### src/rtl/vga_timing_gen.sv
`default_nettype none
//==============================================================================
// Module   : vga_timing_gen
// Desc     : VGA raster timing generator; geometry shadowed at frame boundaries.
// Revision : 1.0 - initial release
//==============================================================================
module vga_timing_gen #(
    parameter int CNT_WIDTH = 16,
    parameter int DIV_WIDTH = 8
) (
    input  logic                 pclk,
    input  logic                 presetn,
    input  logic                 en_i,
    input  logic                 hpol_i,
    input  logic                 vpol_i,
    input  logic [DIV_WIDTH-1:0] div_i,
    input  logic [CNT_WIDTH-1:0] hvsize_i,
    input  logic [CNT_WIDTH-1:0] hfpsize_i,
    input  logic [CNT_WIDTH-1:0] hsnsize_i,
    input  logic [CNT_WIDTH-1:0] hbpsize_i,
    input  logic [CNT_WIDTH-1:0] vvsize_i,
    input  logic [CNT_WIDTH-1:0] vfpsize_i,
    input  logic [CNT_WIDTH-1:0] vsnsize_i,
    input  logic [CNT_WIDTH-1:0] vbpsize_i,
    output logic                 pix_tick_o,
    output logic                 hsync_o,
    output logic                 vsync_o,
    output logic                 de_o,
    output logic [CNT_WIDTH-1:0] xpos_o,
    output logic [CNT_WIDTH-1:0] ypos_o,
    output logic                 frame_start_o,
    output logic                 line_end_o
);

    typedef enum logic [1:0] {
        PH_VIS = 2'd0,
        PH_FP  = 2'd1,
        PH_SN  = 2'd2,
        PH_BP  = 2'd3
    } phase_t;

    localparam logic [CNT_WIDTH-1:0] CNT_ONE = CNT_WIDTH'(1);
    localparam logic [DIV_WIDTH-1:0] DIV_ONE = DIV_WIDTH'(1);

    // Shadowed geometry, indexed by phase
    logic [CNT_WIDTH-1:0] hlen_q [4];
    logic [CNT_WIDTH-1:0] vlen_q [4];
    logic                 hpol_q, vpol_q;

    logic                 run_q, run_d, started_q, started_d;
    logic [DIV_WIDTH-1:0] div_q, div_d;
    phase_t               hst_q, hst_d, vst_q, vst_d;
    logic [CNT_WIDTH-1:0] hcnt_q, hcnt_d, vcnt_q, vcnt_d;
    logic                 de_q, de_d, hact_q, hact_d, vact_q, vact_d;
    logic                 fs_q, fs_d, le_q, le_d;
    logic [CNT_WIDTH-1:0] xpos_q, xpos_d, ypos_q, ypos_d;

    logic w_tick, w_hlast, w_vlast, w_hwrap, w_vwrap, w_load, w_hpol, w_vpol;

    // A zero-length phase behaves as a one-tick phase
    function automatic logic phase_last(input logic [CNT_WIDTH-1:0] cnt,
                                        input logic [CNT_WIDTH-1:0] len);
        return (len == '0) || (cnt == len - CNT_ONE);
    endfunction

    function automatic phase_t phase_next(input phase_t ph);
        case (ph)
            PH_VIS:  return PH_FP;
            PH_FP:   return PH_SN;
            PH_SN:   return PH_BP;
            default: return PH_VIS;
        endcase
    endfunction

    assign w_tick  = en_i && run_q && (div_q >= div_i);
    assign w_hlast = phase_last(hcnt_q, hlen_q[hst_q]);
    assign w_vlast = phase_last(vcnt_q, vlen_q[vst_q]);
    assign w_hwrap = w_hlast && (hst_q == PH_BP);
    assign w_vwrap = w_vlast && (vst_q == PH_BP);
    assign w_load  = en_i && (!run_q || (w_tick && started_q && w_hwrap && w_vwrap));

    always_ff @(posedge pclk or negedge presetn) begin
        if (!presetn) begin
            for (int i = 0; i < 4; i++) begin
                hlen_q[i] <= '0;
                vlen_q[i] <= '0;
            end
            hpol_q <= 1'b0;
            vpol_q <= 1'b0;
        end else if (w_load) begin
            hlen_q[PH_VIS] <= hvsize_i;
            hlen_q[PH_FP]  <= hfpsize_i;
            hlen_q[PH_SN]  <= hsnsize_i;
            hlen_q[PH_BP]  <= hbpsize_i;
            vlen_q[PH_VIS] <= vvsize_i;
            vlen_q[PH_FP]  <= vfpsize_i;
            vlen_q[PH_SN]  <= vsnsize_i;
            vlen_q[PH_BP]  <= vbpsize_i;
            hpol_q         <= hpol_i;
            vpol_q         <= vpol_i;
        end
    end

    always_comb begin
        run_d     = en_i;
        started_d = started_q;
        div_d     = div_q;
        hst_d     = hst_q;
        hcnt_d    = hcnt_q;
        vst_d     = vst_q;
        vcnt_d    = vcnt_q;
        fs_d      = 1'b0;
        le_d      = 1'b0;
        if (!en_i) begin
            started_d = 1'b0;
            div_d     = '0;
            hst_d     = PH_VIS;
            hcnt_d    = '0;
            vst_d     = PH_VIS;
            vcnt_d    = '0;
        end else if (run_q) begin
            div_d = w_tick ? '0 : div_q + DIV_ONE;
            if (w_tick && !started_q) begin
                // First tick after enable enters pixel (0,0); counters are already clear
                started_d = 1'b1;
                fs_d      = 1'b1;
            end else if (w_tick) begin
                if (w_hlast) begin
                    hst_d  = phase_next(hst_q);
                    hcnt_d = '0;
                    if (w_hwrap) begin
                        if (w_vlast) begin
                            vst_d  = phase_next(vst_q);
                            vcnt_d = '0;
                        end else begin
                            vcnt_d = vcnt_q + CNT_ONE;
                        end
                    end
                end else begin
                    hcnt_d = hcnt_q + CNT_ONE;
                end
                fs_d = w_hwrap && w_vwrap;
                le_d = (hst_d == PH_BP) && phase_last(hcnt_d, hlen_q[PH_BP]);
            end
        end
        de_d   = started_d && (hst_d == PH_VIS) && (vst_d == PH_VIS);
        hact_d = started_d && (hst_d == PH_SN);
        vact_d = started_d && (vst_d == PH_SN);
        xpos_d = (hst_d == PH_VIS) ? hcnt_d : '0;
        ypos_d = (vst_d == PH_VIS) ? vcnt_d : '0;
    end

    always_ff @(posedge pclk or negedge presetn) begin
        if (!presetn) begin
            run_q     <= 1'b0;
            started_q <= 1'b0;
            div_q     <= '0;
            hst_q     <= PH_VIS;
            hcnt_q    <= '0;
            vst_q     <= PH_VIS;
            vcnt_q    <= '0;
            de_q      <= 1'b0;
            hact_q    <= 1'b0;
            vact_q    <= 1'b0;
            fs_q      <= 1'b0;
            le_q      <= 1'b0;
            xpos_q    <= '0;
            ypos_q    <= '0;
        end else begin
            run_q     <= run_d;
            started_q <= started_d;
            div_q     <= div_d;
            hst_q     <= hst_d;
            hcnt_q    <= hcnt_d;
            vst_q     <= vst_d;
            vcnt_q    <= vcnt_d;
            de_q      <= de_d;
            hact_q    <= hact_d;
            vact_q    <= vact_d;
            fs_q      <= fs_d;
            le_q      <= le_d;
            xpos_q    <= xpos_d;
            ypos_q    <= ypos_d;
        end
    end

    // While stopped the sync lines idle at the live polarity inputs
    assign w_hpol = run_q ? hpol_q : hpol_i;
    assign w_vpol = run_q ? vpol_q : vpol_i;

    assign pix_tick_o    = w_tick;
    assign hsync_o       = hact_q ? w_hpol : ~w_hpol;
    assign vsync_o       = vact_q ? w_vpol : ~w_vpol;
    assign de_o          = de_q;
    assign xpos_o        = xpos_q;
    assign ypos_o        = ypos_q;
    assign frame_start_o = fs_q;
    assign line_end_o    = le_q;

endmodule
`default_nettype wire

### config.mk
export PLATFORM = sky130hd
export DESIGN_NAME = vga_timing_gen
export DESIGN_NICKNAME = d
export VERILOG_FILES = /design/src/rtl/vga_timing_gen.sv
export SDC_FILE = /design/constraint.sdc
export NUM_CORES = 1
export LEC_CHECK = 0
export BUFFER_PORTS_ARGS = -buffer_cell sky130_fd_sc_hd__buf_4
export CAP_MARGIN = 5
export CORE_MARGIN = 3
export CORE_UTILIZATION = 60
export CTS_BUF_LIST = sky130_fd_sc_hd__clkbuf_8
export CTS_CLUSTER_SIZE = 10
export DETAILED_ROUTE_END_ITERATION = 10
export HOLD_SLACK_MARGIN = 0.12
export PLACE_DENSITY_LB_ADDON = 0.08
export SETUP_SLACK_MARGIN = 0.4
export SYNTH_ARGS = -nofsm -noshare
export SYNTH_HDL_FRONTEND = slang
export SYNTH_SLANG_ARGS = --single-unit
### constraint.sdc
create_clock -name pclk -period 5.8 [get_ports pclk]
set_clock_uncertainty 0.1 [all_clocks]
set_input_delay 0.58 -clock pclk [delete_from_list [all_inputs] [get_ports pclk]]
set_output_delay 0.58 -clock pclk [all_outputs]
set_load 0.005 [all_outputs]
==> impl_metrics.tcl, run 1 <==
set metrics [dict create \
    powerDensity_mw_per_mm2 273 \
    layout.nets 1358 \
    vias 8867 \
    cp-start-kind "flip-flop" \
    synth_top_area_share_pct 44.5 \
    period_share_pct 87.4 \
    numCtsBuffers 36 \
    setup_tns_ps 0 \
    placed_cells 1423 \
    synth_cell_types 85 \
    drt_iter0_markers 679 \
    final_common_cell "dfrtp_1" \
    synth_area_sq_mm 0.0120 \
    antenna_found_initial 0 \
    clk_latency_ps 540 \
    die_area_sq_mm 0.0217 \
    cp-end-kind "flip-flop" \
    ys_warn_count 0 \
    slew_viol_final 0 \
    pwr-share-seq_pct 44.3 \
    std_cell_rows 51 \
    cap_viol_max_count 0 \
    cts_tree "done" \
    setup_violations 0 \
    die_y_um 147 \
    grt_overflow 0 \
    min_from "vfpsize_i[7]" \
    stdcell_area_sq_mm 0.0144 \
    port_buffers 178 \
    rr_endpoint "hlen_q[24]" \
    relSlewSlack_pct 25.8 \
    grt_pass1_vias 8938 \
    cp_max_fo 22 \
    synth_seq_cells 213 \
    cp.required_ps 6120 \
    cp_common_cell "buf_12" \
    grt_pass1_wl_um 48000 \
    r2r_cells 13 \
    min_path_type "input port to flip-flop" \
    worstPathArrival_ps 5380 \
    power.internal_mw 2.90 \
    clk_pin_slew_ps 70 \
    wl_um 29600 \
    synthArstFlopShare_pct 100 \
    outcome "finished, final reports clean" \
    first_pass_iters 5 \
    crit_buf_inv 3 \
    clock_path_buffers 3 \
    cts_root_buf "clkbuf_8" \
    synth_cells 1015 \
    power_frac_clock_pct 39.3 \
    ys_seq_area_share_pct 44.5 \
    cp_slowest_stage_delay_ps 570 \
    r2r-start "hst_q[0]" \
    finalWorstSetupSlack_ps 733 \
    placed_area_sq_mm 0.0135 \
    ys.flop_type "dfrtp_1" \
    r2r_slack_ps 730 \
    slowest_stage "mux4_2" \
    hold_path_end "vlen_q[39]" \
    path_cells "buf_4, mux4_2, or4_1, o41ai_1, a21boi_1, o311ai_1, o21ai_1, o32ai_4, and3_2, a41oi_4, buf_12, buf_12, mux2_4" \
    synth_top_cell_by_area "dfrtp_1" \
    die_w_um 147 \
    switching_share_pct 26.4 \
    grt_max_degree 123 \
    final_hold_viol_count 0 \
    dp_hpwl_um 21800 \
    synth-edff-count 0 \
    post_route_cells_drive_above_1_share_pct 34.4 \
    rsz0062_at_grt "no" \
    vdd_drop_max_uv 288 \
    drc 0 \
    start_util_pct 61.4 \
    gr-usage-all-layers_pct 27.6 \
    worstMarginPinSlew_ps 1110 \
    cts_setup_buffers 0 \
    diodes 0 \
    worstHoldPathCells 2 \
    wl_per_cell_um 19.9 \
    pre_cts_ws_ps 601 \
    io_pins 179 \
    cts.sinks 213 \
    max_freq_mhz 197 \
    final_cell_mix "212 x dfrtp_1, 189 x buf_4, 100 x mux2_4" \
    drt-vias-per-instance 5.95 \
    p_leak_nw 6.71 \
    synth_area_leaders "dfrtp_1 44%, mux2_4 13%, mux4_2 6.0%" \
    p_sw_mw 1.04 \
    gp_congestion 0.936 \
    synth_fp_nets 1176 \
    core_sq_mm 0.0195 \
    area.growth.synth_to_final_pct 20.0 \
    syn_area_per_cell_sq_um 11.8 \
    finalCriticalPeriod_ps 5070 \
    comb_power_share_pct 16.4 \
    criticalPathCategory "flip-flop to flip-flop" \
    cts_max_level 2 \
    cp_top_family "compound AO/OA/AOI/OAI gates" \
    drt.antenna.violating_nets 0 \
    stdcell_count 1490 \
    power_mw 3.93 \
]
## cells in the mapped netlist (4+ instances only)
library cell and number:
nor2b_1 7, o31ai_1 10, nor4_1 8, xnor2_1 42, buf_2 5, nor2_1 63, o21a_1 4, mux2i_1 8
and4_1 4, a21oi_1 31, nand2b_1 7, mux2_4 100, nand2_1 51, and3_1 22, a31oi_1 6, ha_1 20
nand4_1 12, xor2_1 34, buf_1 6, a21boi_0 9, or3_1 9, dfrtp_1 213, mux2_1 18, nor3b_1 7
a22o_1 4, buf_6 14, mux4_2 32, and2_1 15, o21ai_0 44, inv_1 28, nor3_1 21, clkbuf_1 26
nand3_1 32, or2_2 5, mux2_2 14, a21o_1 4, or4_1 16
## registers in the layout, summed over array words and instances, names as in the netlist
name / count
run_q: 1
hcnt_q: 16
ypos_o: 16
vact_q: 1
started_q: 1
vst_q: 2
de_o: 1
vcnt_q: 16
hpol_q: 1
line_end_o: 1
div_q: 8
hact_q: 1
hst_q: 2
xpos_o: 16
frame_start_o: 1
hlen_q: 64
vpol_q: 1
vlen_q: 64
## worst max path at each step
stage                     startpoint    endpoint  depth (start not counted)
after floorplan             hst_q[1]   hlen_q[0]                         15
after global placement      hst_q[0]  vlen_q[35]                         13
after detailed placement    hst_q[0]   xpos_o[0]                         12
after CTS                   hst_q[0]   xpos_o[0]                         12
after global routing       hlen_q[0]   xpos_o[0]                         14
final                       hst_q[0]  hlen_q[24]                         13
## final cells by class
type	instances	area, sq um
Timing Repair Buffer	196	1540
Clock buffer	42	578
Fill cell	1374	5130
Clock inverter	24	256
Sequential cell	213	5330
Tap cell	265	332
Inverter	29	109
Multi-Input combinational cell	721	6240
## metrics by stage
step | util [%] | hold WS (ps)
2_1_floorplan | - | 184
3_3_place_gp | 69.4 | 358
3_5_place_dp | 69.4 | 380
4_1_cts | 73.7 | 120
5_1_grt | 73.7 | 132
6_report | 73.7 | 150
## per-layer routing
layer | up-vias | wire length, um | global-route usage (%)
met3 | 52 | 2430 | 6.69
met1 | 4384 | 13700 | 42.2
met2 | 343 | 12900 | 40.1
li1 | 4088 | - | -
met5 | - | 0 | 0
met4 | 0 | 520 | 7.08
## power groups by stage
| stage | registers (mW) | logic (mW) | clock network (mW) |
|---|---|---|---|
| after floorplan | 1.70 | 0.463 | 0 |
| final | 1.74 | 0.645 | 1.55 |
| after global placement | 1.76 | 0.628 | 0 |
| after global routing | 1.76 | 0.701 | 1.65 |
| after CTS | 1.74 | 0.648 | 1.58 |
| after detailed placement | 1.76 | 0.644 | 0 |
## repair_timing
| item | CTS | global route |
|---|---|---|
| hold buffers | 1 | 0 |
| gates resized for setup | 0 | 2 |
| endpoints found under the setup margin | 0 | 98 |
| endpoints found under the hold margin | 91 | 0 |
## cell families after synthesis
family,after synthesis,synth area share (%)
fa+ha+maj,20,2.09
compound gates,160,9.15
flops,213,44.5
xor+xnor,76,5.55
mux,173,22.3
buf+inv,81,3.50
simple gates,292,12.9
No activity file was read; power rests on OpenSTA's default activity.
==> run 2, diff against run 1 <==
--- a/config.mk
+++ b/config.mk
@@ -5,8 +5,10 @@
 export SDC_FILE = /design/constraint.sdc
 export NUM_CORES = 1
 export LEC_CHECK = 0
+export ABC_AREA = 1
 export BUFFER_PORTS_ARGS = -buffer_cell sky130_fd_sc_hd__buf_4
 export CAP_MARGIN = 5
+export CORE_ASPECT_RATIO = 0.5
 export CORE_MARGIN = 3
 export CORE_UTILIZATION = 60
 export CTS_BUF_LIST = sky130_fd_sc_hd__clkbuf_8
==> run 2 against run 1 <==
Net effect: design area increased by 13%; sequential power decreased by 2%; wire length increased by 37%; critical path depth increased by 8; maximum frequency increased by 6.0%; final cell count increased by 63%; core utilization increased by 4.4 points; largest cell class unchanged; largest power group unchanged; highest routed layer unchanged.
==> impl_metrics.tcl, run 2 <==
set metrics [dict create \
    drt_iter0_markers 1512 \
    yosys.area_share.simple_pct 39.9 \
    slowest_stage "buf_4" \
    syn_area_per_cell_sq_um 6.93 \
    reg_top3 "hlen_q (64), vlen_q (64)" \
    power.internal_mw 2.82 \
    final_hold_viol_count 0 \
    cp_max_fo 91 \
    synth_cells 1853 \
    max_freq_mhz 209 \
    powerDensity_mw_per_mm2 245 \
    die_w_um 213 \
    finalCriticalPeriod_ps 4780 \
    worstMarginPinSlew_ps 929 \
    crit_buf_inv 4 \
    start_util_pct 61.8 \
    drc 0 \
    wl_per_cell_um 16.6 \
    dp_hpwl_um 26100 \
    multi_input_area_sq_mm 0.00634 \
    comb_power_share_pct 19.1 \
    cts.sinks 213 \
    yosys-top-cells-count "827 x nand2_1, 213 x dfrtp_1, 179 x nand3_1" \
    port_buffers 178 \
    synth_fp_nets 2014 \
    period_share_pct 82.4 \
    synth-edff-count 0 \
    cp_top_family "simple AND/OR/NAND/NOR gates" \
    cap_viol_max_count 0 \
    wl_um 40500 \
    drt.antenna.violating_nets 0 \
    synth.most_common_cell "nand2_1" \
    die_area_sq_mm 0.0233 \
    antenna_found_initial 0 \
    synth_seq_cells 213 \
    layout.nets 2299 \
    cp.required_ps 6230 \
    final_common_cell "nand2_1" \
    outcome "finished, final reports clean" \
    synth_cell_types 40 \
    cts_max_level 1 \
    grt_pass1_wl_um 65300 \
    cp-start-kind "flip-flop" \
    final.fill_count 1480 \
    vias 13328 \
    cp_common_cell "nand2_1" \
    clock_path_buffers 3 \
    criticalPathCategory "flip-flop to flip-flop" \
    synth_xor_area_share_pct 3.89 \
    core_sq_mm 0.0208 \
    synth_top_family_by_area "simple AND/OR/NAND/NOR gates" \
    std_cell_rows 37 \
    grt_max_degree 162 \
    die_y_um 109 \
    synth_area_sq_mm 0.0128 \
    ys_seq_area_share_pct 41.5 \
    p_leak_nw 8.84 \
    first_pass_iters 9 \
    post_route_cells_drive_above_1_share_pct 12.9 \
    setup_tns_ps 0 \
    min_path_type "input port to flip-flop" \
    rsz0062_at_grt "no" \
    grt_pass1_vias 13015 \
    synth-compound-area-share_pct 3.64 \
    ys.flop_type "dfrtp_1" \
    synthArstFlopShare_pct 100 \
    area.growth.synth_to_final_pct 26.5 \
    relSlewSlack_pct 38.0 \
    synthAdderAreaFrac_pct 1.95 \
    switching_share_pct 29.2 \
    final_cell_mix "827 x nand2_1, 213 x dfrtp_1, 187 x buf_4" \
    slew_viol_final 0 \
    gp_congestion 0.953 \
    synth_top_cell_by_area "dfrtp_1" \
    worstPathArrival_ps 5210 \
    io_pins 179 \
    synth_area_leaders "dfrtp_1 42%, nand2_1 24%, nand3_1 7.0%" \
    cts_setup_buffers 0 \
    diodes 0 \
    power_mw 3.99 \
    synthMuxAreaShare_pct 0 \
    grt_overflow 0 \
    regArea_sq_mm 0.00533 \
    cp-end-kind "flip-flop" \
    final_core_util_pct 78.1 \
    synth_top_area_share_pct 41.5 \
    pwr-share-seq_pct 42.6 \
    drt-vias-per-instance 5.48 \
    clk_latency_ps 610 \
    cts_root_buf "clkbuf_8" \
    path_cells "buf_4, nand2_1, nand3_1, nand2_1, ha_1, nand2_1, nor2_2, nand3_1, xor2_1, nand2_1, inv_1, nand2_1, nor2_1, nand2_1, a21oi_2, nand4_2, a21oi_4, buf_6, buf_4, nand2_1, nand2_1" \
    clk_pin_slew_ps 70 \
    p_sw_mw 1.17 \
    cp_slowest_stage_delay_ps 540 \
    power_frac_clock_pct 38.2 \
    cts_tree "done" \
    ys_warn_count 0 \
    setup_violations 0 \
    gr-usage-all-layers_pct 35.3 \
    numCtsBuffers 30 \
    vdd_drop_max_uv 189 \
]
run 2: cell types whose count changed after synthesis, moves of 22 or more:
cell	before	now
and3_1	22	0
inv_1	28	170
mux2_4	100	0
mux4_2	32	0
nand2_1	51	827
nand3_1	32	179
nand4_1	12	40
nor2_1	63	129
xnor2_1	42	10
run 2: logic make-up (layout without fill, tap and decap cells):
| logic type | Yosys count | count (layout) |
|---|---|---|
| xor+xnor | 57 | 57 |
| flops | 213 | 213 |
| buf+inv | 250 | 558 |
| compound gates | 77 | 77 |
| fa+ha+maj | 20 | 20 |
| simple gates | 1236 | 1236 |
run 2: path summary, 6_finish.rpt:
| check | startpoint | endpoint | slack [ps] | cells past startpoint |
|---|---|---|---|---|
| setup / recovery | hst_q[0] | vlen_q[8] | 1020 | 21 |
| hold / removal | en_i | run_q | 170 | 1 |
| setup reg to reg | hst_q[0] | vlen_q[8] | 1020 | 21 |
| hold reg to reg | vlen_q[20] | vlen_q[20] | 370 | 2 |
| max in group asynchronous | presetn | vlen_q[43] | 3920 | 3 |
| min in group asynchronous | presetn | hlen_q[16] | 410 | 2 |
run 2: power groups by stage:
| stage | clock (mW) | sequential (mW) | combinational [mW] |
|---|---|---|---|
| after global routing | 1.59 | 1.71 | 0.864 |
| after global placement | 0 | 1.72 | 0.654 |
| final | 1.52 | 1.70 | 0.763 |
| after detailed placement | 0 | 1.72 | 0.663 |
| after CTS | 1.53 | 1.69 | 0.739 |
| after floorplan | 0 | 1.69 | 0.458 |
run 2: cell type report:
type                    instances  area share [%]
inverters                     182            4.23
well taps                     273            2.10
multi-input cells            1390            39.1
clock buffers                  38            3.22
flip-flops and latches        213            32.8
repair buffers                321            17.0
clock inverters                17            1.57
run 2: routing by layer:
metal	global-route usage, %	wire, um	part of all wire [%]
met5	0	0	0
met2	61.7	19400	48
met4	12.0	1420	3.5
met1	44.7	16700	41
met3	6.53	3010	7.4
run 2: per-stage QoR:
step	setup WS, ps	cells	area [sq um]	hold slack (ps)
final	1020	2434	16200	174
after global routing	604	2434	16200	156
after CTS	1020	2434	16200	143
after detailed placement	1080	2248	14100	359
after global placement	1200	2248	14100	356
after floorplan	2610	1853	12800	184
run 2: repair_timing:
action                                  in CTS  in global routing
endpoints found under the hold margin      182                  0
endpoints found under the setup margin       0                  1
hold buffers                               131                  0
resized for setup                            0                  1
==> run 3, diff against run 2 <==
==> constraint.sdc (replaced) <==
create_clock -name pclk -period 4.7 [get_ports pclk]
set_clock_uncertainty 0.1 [all_clocks]
set_input_delay 0.47 -clock pclk [delete_from_list [all_inputs] [get_ports pclk]]
set_output_delay 0.47 -clock pclk [all_outputs]
set_load 0.005 [all_outputs]
==> run 3 against run 2 <==
Net effect: combinational power is 23% higher; clock-buffer cell count grew 3; critical path type unchanged; clock power increased by 3%; worst setup slack worse by 320 ps; hold slack improved by 200 ps; design area is 0.51% lower.
==> impl_metrics.tcl, run 3 (same netlist as run 2, synthesis figures left out) <==
set metrics [dict create \
    drt_iter0_markers 1468 \
    criticalPathCategory "flip-flop to flip-flop" \
    min_path_type "flip-flop to flip-flop" \
    worstMarginPinSlew_ps 928 \
    cts_setup_buffers 0 \
    drt-vias-per-instance 5.39 \
    final_core_util_pct 77.7 \
    vias 13153 \
    drc 0 \
    cts_max_level 1 \
    reg_top3 "hlen_q (64), vlen_q (64)" \
    clock_path_buffers 3 \
    relSlewSlack_pct 38.1 \
    wl_um 39600 \
    gr-usage-all-layers_pct 34.0 \
    grt_max_degree 123 \
    diodes 0 \
    rsz0062_at_grt "no" \
    p_leak_nw 8.81 \
    numCtsBuffers 31 \
    setup_violations 0 \
    max_freq_mhz 250 \
    layout.nets 2304 \
    grt_pass1_vias 12685 \
    final_hold_viol_count 0 \
    antenna_found_initial 0 \
    area.growth.synth_to_final_pct 25.8 \
    start_util_pct 61.8 \
    first_pass_iters 6 \
    clk_pin_slew_ps 70 \
    std_cell_rows 37 \
    cap_viol_max_count 0 \
    grt_pass1_wl_um 62700 \
    cts_tree "done" \
    vdd_drop_max_uv 230 \
    setup_tns_ps 0 \
    gp_congestion 0.965 \
    cts_root_buf "clkbuf_8" \
    outcome "finished, final reports clean" \
    power_mw 4.59 \
    cp.required_ps 5080 \
    port_buffers 178 \
    post_route_cells_drive_above_1_share_pct 13.1 \
    die_y_um 109 \
    finalWorstSetupSlack_ps 700 \
    cp_max_fo 122 \
    cp-end-kind "flip-flop" \
    r2r-start "hst_q[0]" \
    dp_hpwl_um 26100 \
    worstPathArrival_ps 4380 \
    period_share_pct 85.1 \
    grt_overflow 0 \
    crit_start "hst_q[0]" \
    pre_cts_ws_ps 742 \
    clk_latency_ps 610 \
    die_w_um 213 \
    cts.sinks 213 \
    slew_viol_final 0 \
    wl_per_cell_um 16.3 \
    io_pins 179 \
    cp-start-kind "flip-flop" \
    powerDensity_mw_per_mm2 284 \
    core_sq_mm 0.0208 \
    min_from "vlen_q[15]" \
    finalCriticalPeriod_ps 4000 \
    final_common_cell "nand2_1" \
    die_area_sq_mm 0.0233 \
    final_cell_mix "827 x nand2_1, 213 x dfrtp_1, 190 x buf_4" \
    drt.antenna.violating_nets 0 \
]
-- run 3: cell count changes in the layout (fill, tap and decap cells not counted), moves of 3 or more --
| cell | previous run | this run |
|---|---|---|
| clkinv_2 | 3 | 8 |
| buf_4 | 187 | 190 |
| clkbuf_8 | 39 | 42 |
| bufinv_16 | 7 | 0 |
-- run 3: cell type report --
| cell class | instances | area (sq um) |
|---|---|---|
| fillers | 1495 | 4630 |
| multi-input cells | 1390 | 6360 |
| flip-flops and latches | 213 | 5330 |
| clock inverters | 15 | 77.6 |
| inverters | 182 | 687 |
| clock buffers | 41 | 564 |
| repair buffers | 325 | 2800 |
| well taps | 273 | 342 |
-- run 3: metrics by stage --
step / std cells / hold WS (ps) / area (sq um)
6_report: 2439 / 371 / 16200
5_1_grt: 2439 / 387 / 16200
4_1_cts: 2439 / 375 / 16100
3_5_place_dp: 2251 / 358 / 14200
3_3_place_gp: 2251 / 355 / 14200
2_1_floorplan: 1853 / 74.4 / 12800
-- run 3: repair_timing --
action,4_1_cts,5_1_grt
gates resized for setup,0,2
hold endpoints to repair,239,0
setup endpoints to repair,0,132
hold buffers,132,0
-- run 3: layer usage --
| metal | share of wire, % | wire (um) | track usage (%) |
|---|---|---|---|
| met1 | 41 | 16300 | 42.5 |
| met2 | 48 | 18900 | 59.6 |
| met3 | 8.0 | 3180 | 7.27 |
| met4 | 3.3 | 1310 | 11.5 |
| met5 | 0 | 0 | 0 |
-- run 3: path summary, 6_finish.rpt --
| check | to | slack [ps] | cells past startpoint |
|---|---|---|---|
| max reg2reg | hlen_q[51] | 700 | 21 |
| min in group asynchronous | hst_q[1] | 450 | 2 |
| max | hlen_q[51] | 700 | 21 |
| min | vlen_q[15] | 370 | 2 |
| min reg2reg | vlen_q[15] | 370 | 2 |
| max in group asynchronous | ypos_o[14] | 2970 | 3 |
-- run 3: report_power, final --
group	internal, mW	leakage, nW	switching (mW)
combinational	0.388	5.68	0.548
sequential	1.98	2.76	0.117
clock	0.786	0.365	0.774
total	3.15	8.81	1.44
-- run 3: critical path, stage by stage (launching register included) --
cell	delay (ps)
dfrtp_1	410
buf_4	260
nand2_1	130
nand3_1	110
nand2_1	150
ha_1	200
nand2_1	130
nor2_4	250
nand3_1	150
xor2_1	210
nand2_1	70
inv_1	60
nand2_1	50
nor2_1	120
nand2_1	180
a21oi_2	270
nand4_2	140
a21oi_4	210
clkinv_2	110
buf_12	240
nand2_1	150
nand2_1	100
